--- config.mk ---
export PLATFORM = sky130hd
export DESIGN_NAME = lowest_set_bit_encoder
export DESIGN_NICKNAME = d
export VERILOG_FILES = /design/src/rtl/hit_row_decoder_pkg.sv /design/src/rtl/hit_row_decoder_lowest_set_bit_encoder.sv
export SDC_FILE = /design/constraint.sdc
export NUM_CORES = 1
export LEC_CHECK = 0
export CAP_MARGIN = 20
export CORE_AREA = 2 2 39 41
export DETAILED_ROUTE_END_ITERATION = 7
export DIE_AREA = 0 0 41 43
export GPL_ROUTABILITY_DRIVEN = 0
export PLACE_DENSITY_LB_ADDON = 0.15
export SLEW_MARGIN = 30
export SYNTH_ARGS = -nofsm -noshare
export SYNTH_HDL_FRONTEND = slang
export SYNTH_SLANG_ARGS = --single-unit
--- constraint.sdc ---
create_clock -name vclk -period 3.84
set_clock_uncertainty 0.15 [all_clocks]
set_input_delay 0.384 -clock vclk [all_inputs]
set_output_delay 0.384 -clock vclk [all_outputs]
set_load 0.01 [all_outputs]
--- src/rtl/hit_row_decoder_pkg.sv ---
// Shared parameters and state encoding for the hit storage and readout stages.
package hit_row_decoder_pkg;

   localparam int ADDRESSNBITS = 16;
   localparam int COLINDEXBITS = 5;
   localparam int ROWINDEXBITS = ADDRESSNBITS - COLINDEXBITS;
   localparam int NCOLS        = 2 ** COLINDEXBITS;
   localparam int HITCOUNTBITS = 12;

   typedef enum logic {
      IDLE = 1'b0,
      EMIT = 1'b1
   } decoder_state_t;

endpackage

--- src/rtl/hit_row_decoder_lowest_set_bit_encoder.sv ---
// Combinational priority encoder: index of the lowest set bit of a row word plus an any-bit flag.
module lowest_set_bit_encoder
   import hit_row_decoder_pkg::*;
(
   input  logic [NCOLS-1:0]        bits,
   output logic [COLINDEXBITS-1:0] index,
   output logic                    any
);

   // Scan from the top down so the lowest set bit is the last one written.
   always_comb begin
      index = '0;
      any   = 1'b0;
      for (int c = NCOLS - 1; c >= 0; c--) begin
         if (bits[c]) begin
            index = COLINDEXBITS'(c);
            any   = 1'b1;
         end else begin
            index = index;
            any   = any;
         end
      end
   end

endmodule

After elaboration in Yosys (flattened, before gate mapping)

Index checks and enable logic that the tools add are counted.
Widths: inputs -> output; s select.

Order comparisons: 0
Add/sub/neg operators: 0
Reduce and logical (&&, ||, !) cells: 0
Mux-type cells: 64
Multiply operators: 0
Divide/modulo/power cells: 0
Equal/unequal tests: 0
Bitwise logic cells: 0
Shifts and indexed selects: 0

Operators with widths:

| operator | number |
|---|---|
| $mux 5   | 32 |
| $mux 1   | 32 |

ROM bits: 0
Output and inout bits: 6
Memory bits (writable): 0
Register bits: 0
Memories kept: 0
Bits in latches: 0

Logic depth before layout (Yosys ltp)

Gate-level depths: netlist of run 1.

Depth in word-level cells: 32
Depth in mapped cells: 5
Gate-level depth less buffers: 5

Worst setup path after synthesis of run 1

OpenSTA, ideal clock, no wires.

Kind: input to output
Start point: input port bits[28]
End point: output port index[2]
Data required time: 3,306 ps
Cell stages on the path: 5
Arrival: 1,345 ps
Path buffers: 0
Path slack: 1,961 ps
Path through: or4_1 -> a21oi_1 -> o21ai_1 -> a21oi_1 -> nor4b_2

Cells in the longest elaborated chain, start to end: 29

Ends and longest elaborated chain:

| element               | line                                         | source |
|---|---|---|
| start: declaration    | hit_row_decoder_lowest_set_bit_encoder.sv:5  | `input logic [NCOLS-1:0] bits,` |
| $mux 5 (29 in series) | hit_row_decoder_lowest_set_bit_encoder.sv:15 | `if (bits[c]) begin` |
| end: declaration      | hit_row_decoder_lowest_set_bit_encoder.sv:6  | `output logic [COLINDEXBITS-1:0] index,` |

No other way between the ends.

Worst setup path in the final report of run 1

Start point: input port bits[28]
End point: output port index[0]

The elaborated chain is that of the path after synthesis.

==> metrics, run 1 <==
leading cell types in the layout, fill and taps excluded clkdlybuf4s50_1, nor2_1, a21oi_1; Rel. slew slack 73.0%; leak pwr 0.259 nW; CP required 3.31 ns; Netlist cell types 24; most used cell, CP clkdlybuf4s50_1; vias per cell 5.31; Final Hold Violating Endpoints 0; Final WS setup 0.929 ns; initial antenna violation count 0; Mean Syn Cell Area 5.70 µm²; critical path class in2out; setup violators final 0; post-route ant nets 0; Slew @ Worst Pin 0.394 ns; ratio of cells with drive above 1 in the final layout 3.88%; number of cell rows 14; fmax 344 MHz; Worst path max stage delay 0.58 ns; register area 0 µm²; mux share of post-synthesis cell area 0%; first-pass GRT wire length 2.19 mm; chip height 43 µm; Arr. time, crit path 2.38 ns; CP Cell Sequence clkdlybuf4s50_1, nor3b_1, nor3_1, o31ai_1, o2111ai_1, a221oi_1, clkdlybuf4s50_1; Final Max Tran Viols 0; Port Buffer Count 38; Via Count 632; setup TNS 0 ns; CP delay by family, top buffers and inverters; num ports 38; ant diodes 0; CP Capture Type output port; Gate Count Post-Synth 65; Syn Nets 97; drt first pass iters 4; Filler cells 145; commonest non-fill, non-tap cell in the layout clkdlybuf4s50_1; Synth Area in Adders 0%; Pwr Density 83.6 nW/µm²; crit path buf inv count 2; Post-Syn Area 370 µm²; FFs & Latches 0; VDD IR max 0.0402 mV; layout net count 137; Power, Total 0.0645 mW; max_cap viols 0; sequential area share after synthesis 0%; Post-Synth XOR/XNOR Area 0%; DR iter-0 viols 8; grt total ovfl 0; HP Class in2out; vias in the first global route 587; Final min period 2.91 ns; average wire per standard cell 11.2 µm; P&R area growth vs syn 108%; complex-gate fraction of the synthesized area 39.2%; gr usage total 16.2%; hpwl dp 1.15 mm; worst hold margin 1.61 ns; crit share post-route 75.8%; largest net degree at the start of global routing 6; die width 41 µm; status finished clean; largest family of logic cells by synthesized area simple AND/OR/NAND/NOR gates; post-synthesis simple-gate area fraction 54.7%; CP max FO 5; Initial Util 26.8%; post-place setup slack 0.925 ns; hold-fix buffers at CTS 0; synth warn 0; clock buf count 0; DR DRC count 0; core area 1380 µm²; CTS resizes 0; final WL 1.33 mm; Die Area 1760 µm²; element type at the critical path start input port; Crit-path slowest cell clkdlybuf4s50_1; RSZ-0062 raised after global routing false; postcts setup bufs 0
[routing by layer]
| layer | vias to the layer above | track usage (%) | part of all wire [%] |
|---|---|---|---|
| met2 | 24 | 29.4 | 47 |
| met5 | - | 0 | 0 |
| li1 | 332 | - | - |
| met4 | 0 | 0 | 0 |
| met3 | 0 | 1.05 | 9.2 |
| met1 | 276 | 20.9 | 44 |
[cell type report]
type                       count  area [µm²]  area share, %
timing repair buffer          38         380           49.4
tap                           16        20.0           2.60
multi-input combinational     59         348           45.1
inverter                       6        22.5           2.92
[report_power, final]
group	switching, mW	internal, mW
Clock	0	0
Sequential	0	0
Combinational	0.0242	0.0403
[through the flow]
step | utilization (%) | instances | instance area [µm²]
finish | 55.7 | 119 | 771
global placement | 55.7 | 119 | 771
floorplan | - | 65 | 370
CTS | 55.7 | 119 | 771
detailed placement | 55.7 | 119 | 771
global route | 55.7 | 119 | 771
[final timing paths]
| path | depth (start not counted) | slack [ns] | to | startpoint |
|---|---|---|---|---|
| min | 3 | 1.61 | index[0] | bits[0] |
| max | 7 | 0.93 | index[0] | bits[28] |
[kinds of logic after synthesis]
| kind of cell | count (synthesis) |
|---|---|
| buf+inv | 6 |
| simple gates | 37 |
| compound gates | 22 |
[synthesized netlist by cell type]
library cell / n / area share (%)
o21a_1: 1 / 2.0
o21ai_0: 3 / 4.1
a221oi_1: 1 / 2.4
o31ai_1: 2 / 4.1
o311ai_0: 2 / 4.7
inv_1: 6 / 6.1
o2111ai_1: 1 / 2.4
and2b_2: 1 / 2.4
or4_1: 1 / 2.0
nor2_1: 13 / 13
nor3_1: 6 / 8.1
nand3b_1: 1 / 2.0
nor3b_1: 2 / 4.1
a31o_2: 1 / 2.4
nand2_1: 3 / 3.0
o21ai_1: 1 / 1.4
nand3_1: 2 / 2.7
a2111oi_0: 2 / 4.7
and2_1: 1 / 1.7
a31oi_1: 1 / 1.7
or4_4: 1 / 3.0
nor4b_2: 1 / 4.1
nor4_1: 5 / 8.4
a21oi_1: 7 / 9.5
Power figures use the tool's default switching activity.
==> run 2: changes to the inputs <==
--- a/config.mk
+++ b/config.mk
@@ -6,9 +6,9 @@
 export NUM_CORES = 1
 export LEC_CHECK = 0
 export CAP_MARGIN = 20
-export CORE_AREA = 2 2 39 41
+export CORE_MARGIN = 2
+export CORE_UTILIZATION = 28
 export DETAILED_ROUTE_END_ITERATION = 7
-export DIE_AREA = 0 0 41 43
 export GPL_ROUTABILITY_DRIVEN = 0
 export PLACE_DENSITY_LB_ADDON = 0.15
 export SLEW_MARGIN = 30
==> constraint.sdc (replaced) <==
create_clock -name vclk -period 2.6
set_clock_uncertainty 0.15 [all_clocks]
set_input_delay 0.26 -clock vclk [all_inputs]
set_output_delay 0.26 -clock vclk [all_outputs]
set_load 0.01 [all_outputs]
==> run 2 against run 1 <==
Compared with the run above: wire length rose by 8.2%; largest power group unchanged; die area fell by 7.6%; global-route usage grew 3.6 points; count of clock-buffer cells in the layout unchanged; combinational power grew 67%; worst hold slack got worse by 0.46 ns; via count increased by 8.9%; utilization is 13 points higher; first-iteration DRC count grew 38%; design area grew 13%.
==> metrics, run 2 (same netlist as run 1, synthesis figures left out) <==
vias per cell 5.38; grt total ovfl 0; VDD IR max 0.0847 mV; Port Buffer Count 38; CP Capture Type output port; chip height 40.4 µm; post-route ant nets 0; core area 1270 µm²; drt first pass iters 4; CP required 2.19 ns; DR DRC count 0; CP max FO 3; max_cap viols 0; Final Max Tran Viols 0; status finished clean; vias in the first global route 656; Via Count 688; non-filler cells, final 128; setup violators final 0; setup TNS 0 ns; ant diodes 0; initial antenna violation count 0; die width 40.4 µm; FFs & Latches 0; layout net count 147; leak pwr 0.331 nW; Die Area 1630 µm²; commonest non-fill, non-tap cell in the layout clkdlybuf4s50_1; element type at the critical path start input port; critical path class in2out; Hold Startpoint bits[10]; gr usage total 19.8%; P&R area growth vs syn 135%; num ports 38; DR iter-0 viols 11; clock buf count 0; Pwr Density 124 nW/µm²; Slew @ Worst Pin 0.378 ns; final WL 1.44 mm; register area 0 µm²; HP Class in2out; average wire per standard cell 11.3 µm; crit share post-route 95.4%; Hold Path Depth 4; leading cell types in the layout, fill and taps excluded clkdlybuf4s50_1, nor2_1, buf_4; Final Hold Violating Endpoints 0; Critical Path Start bits[20]; Rel. slew slack 74.1%; number of cell rows 13; hold-fix buffers at CTS 0; final core utilization 68.5%; Initial Util 29.2%; first-pass GRT wire length 2.38 mm; ratio of cells with drive above 1 in the final layout 15.9%; RSZ-0062 raised after global routing false; Final min period 2.48 ns; fmax 403 MHz; placed insts 128; hpwl dp 1.29 mm; largest net degree at the start of global routing 6; Arr. time, crit path 2.07 ns
[run 2: changes by cell type in the layout (fill, tap and decap cells not counted), sizes merged]
| cell | delta |
|---|---|
| buf | +10 |
| clkdlybuf4s50 | -3 |
| dlymetal6s2s | +1 |
| dlygate4sd2 | +2 |
[run 2: path summary, 6_finish.rpt]
| path | slack, ns | end |
|---|---|---|
| setup / recovery | 0.12 | index[3] |
| hold / removal | 1.15 | index[1] |
[run 2: power breakdown]
group / internal [mW] / total, mW / switching (mW)
logic: 0.0681 / 0.108 / 0.0397
registers: 0 / 0 / 0
clock network: 0 / 0 / 0
[run 2: repair_timing]
action	4_1_cts	5_1_grt
pin swaps	1	0
endpoints found under the setup margin	2	4
resized for setup	3	5
setup buffers	0	0
gates cloned	0	0
[run 2: metrics by stage]
| stage | worst slack [ns] | cell area (µm²) | hold slack (ns) | power, mW |
|---|---|---|---|---|
| after floorplan | 0.969 | 370 | 0.404 | 0.0239 |
| after global placement | -0.0699 | 845 | 1.37 | 0.105 |
| after detailed placement | -0.0798 | 845 | 1.38 | 0.107 |
| after CTS | 0.0121 | 848 | 1.19 | 0.107 |
| after global routing | 0.0144 | 870 | 1.22 | 0.118 |
| final | 0.120 | 870 | 1.15 | 0.108 |
[run 2: routing by layer]
metal  vias to the layer above  routed length, µm  global-route usage [%]
li1                        351                  -                       -
met1                       308                541                    21.8
met2                        29                801                    42.9
met3                         0                 97                       0
met4                         0                  0                       0
met5                         -                  0                       0
[run 2: worst max-delay path: stages]
cell	delay, ns
clkdlybuf4s50_1	0.42
or4_4	0.56
nor2_1	0.10
nand2_1	0.06
a21oi_1	0.13
clkdlybuf4s50_1	0.55
[run 2: cell type report]
cell class         instances  area, µm²
inverters                  6       22.5
well taps                 15       18.8
fillers                  117        399
multi-input cells         59        373
repair buffers            48        455
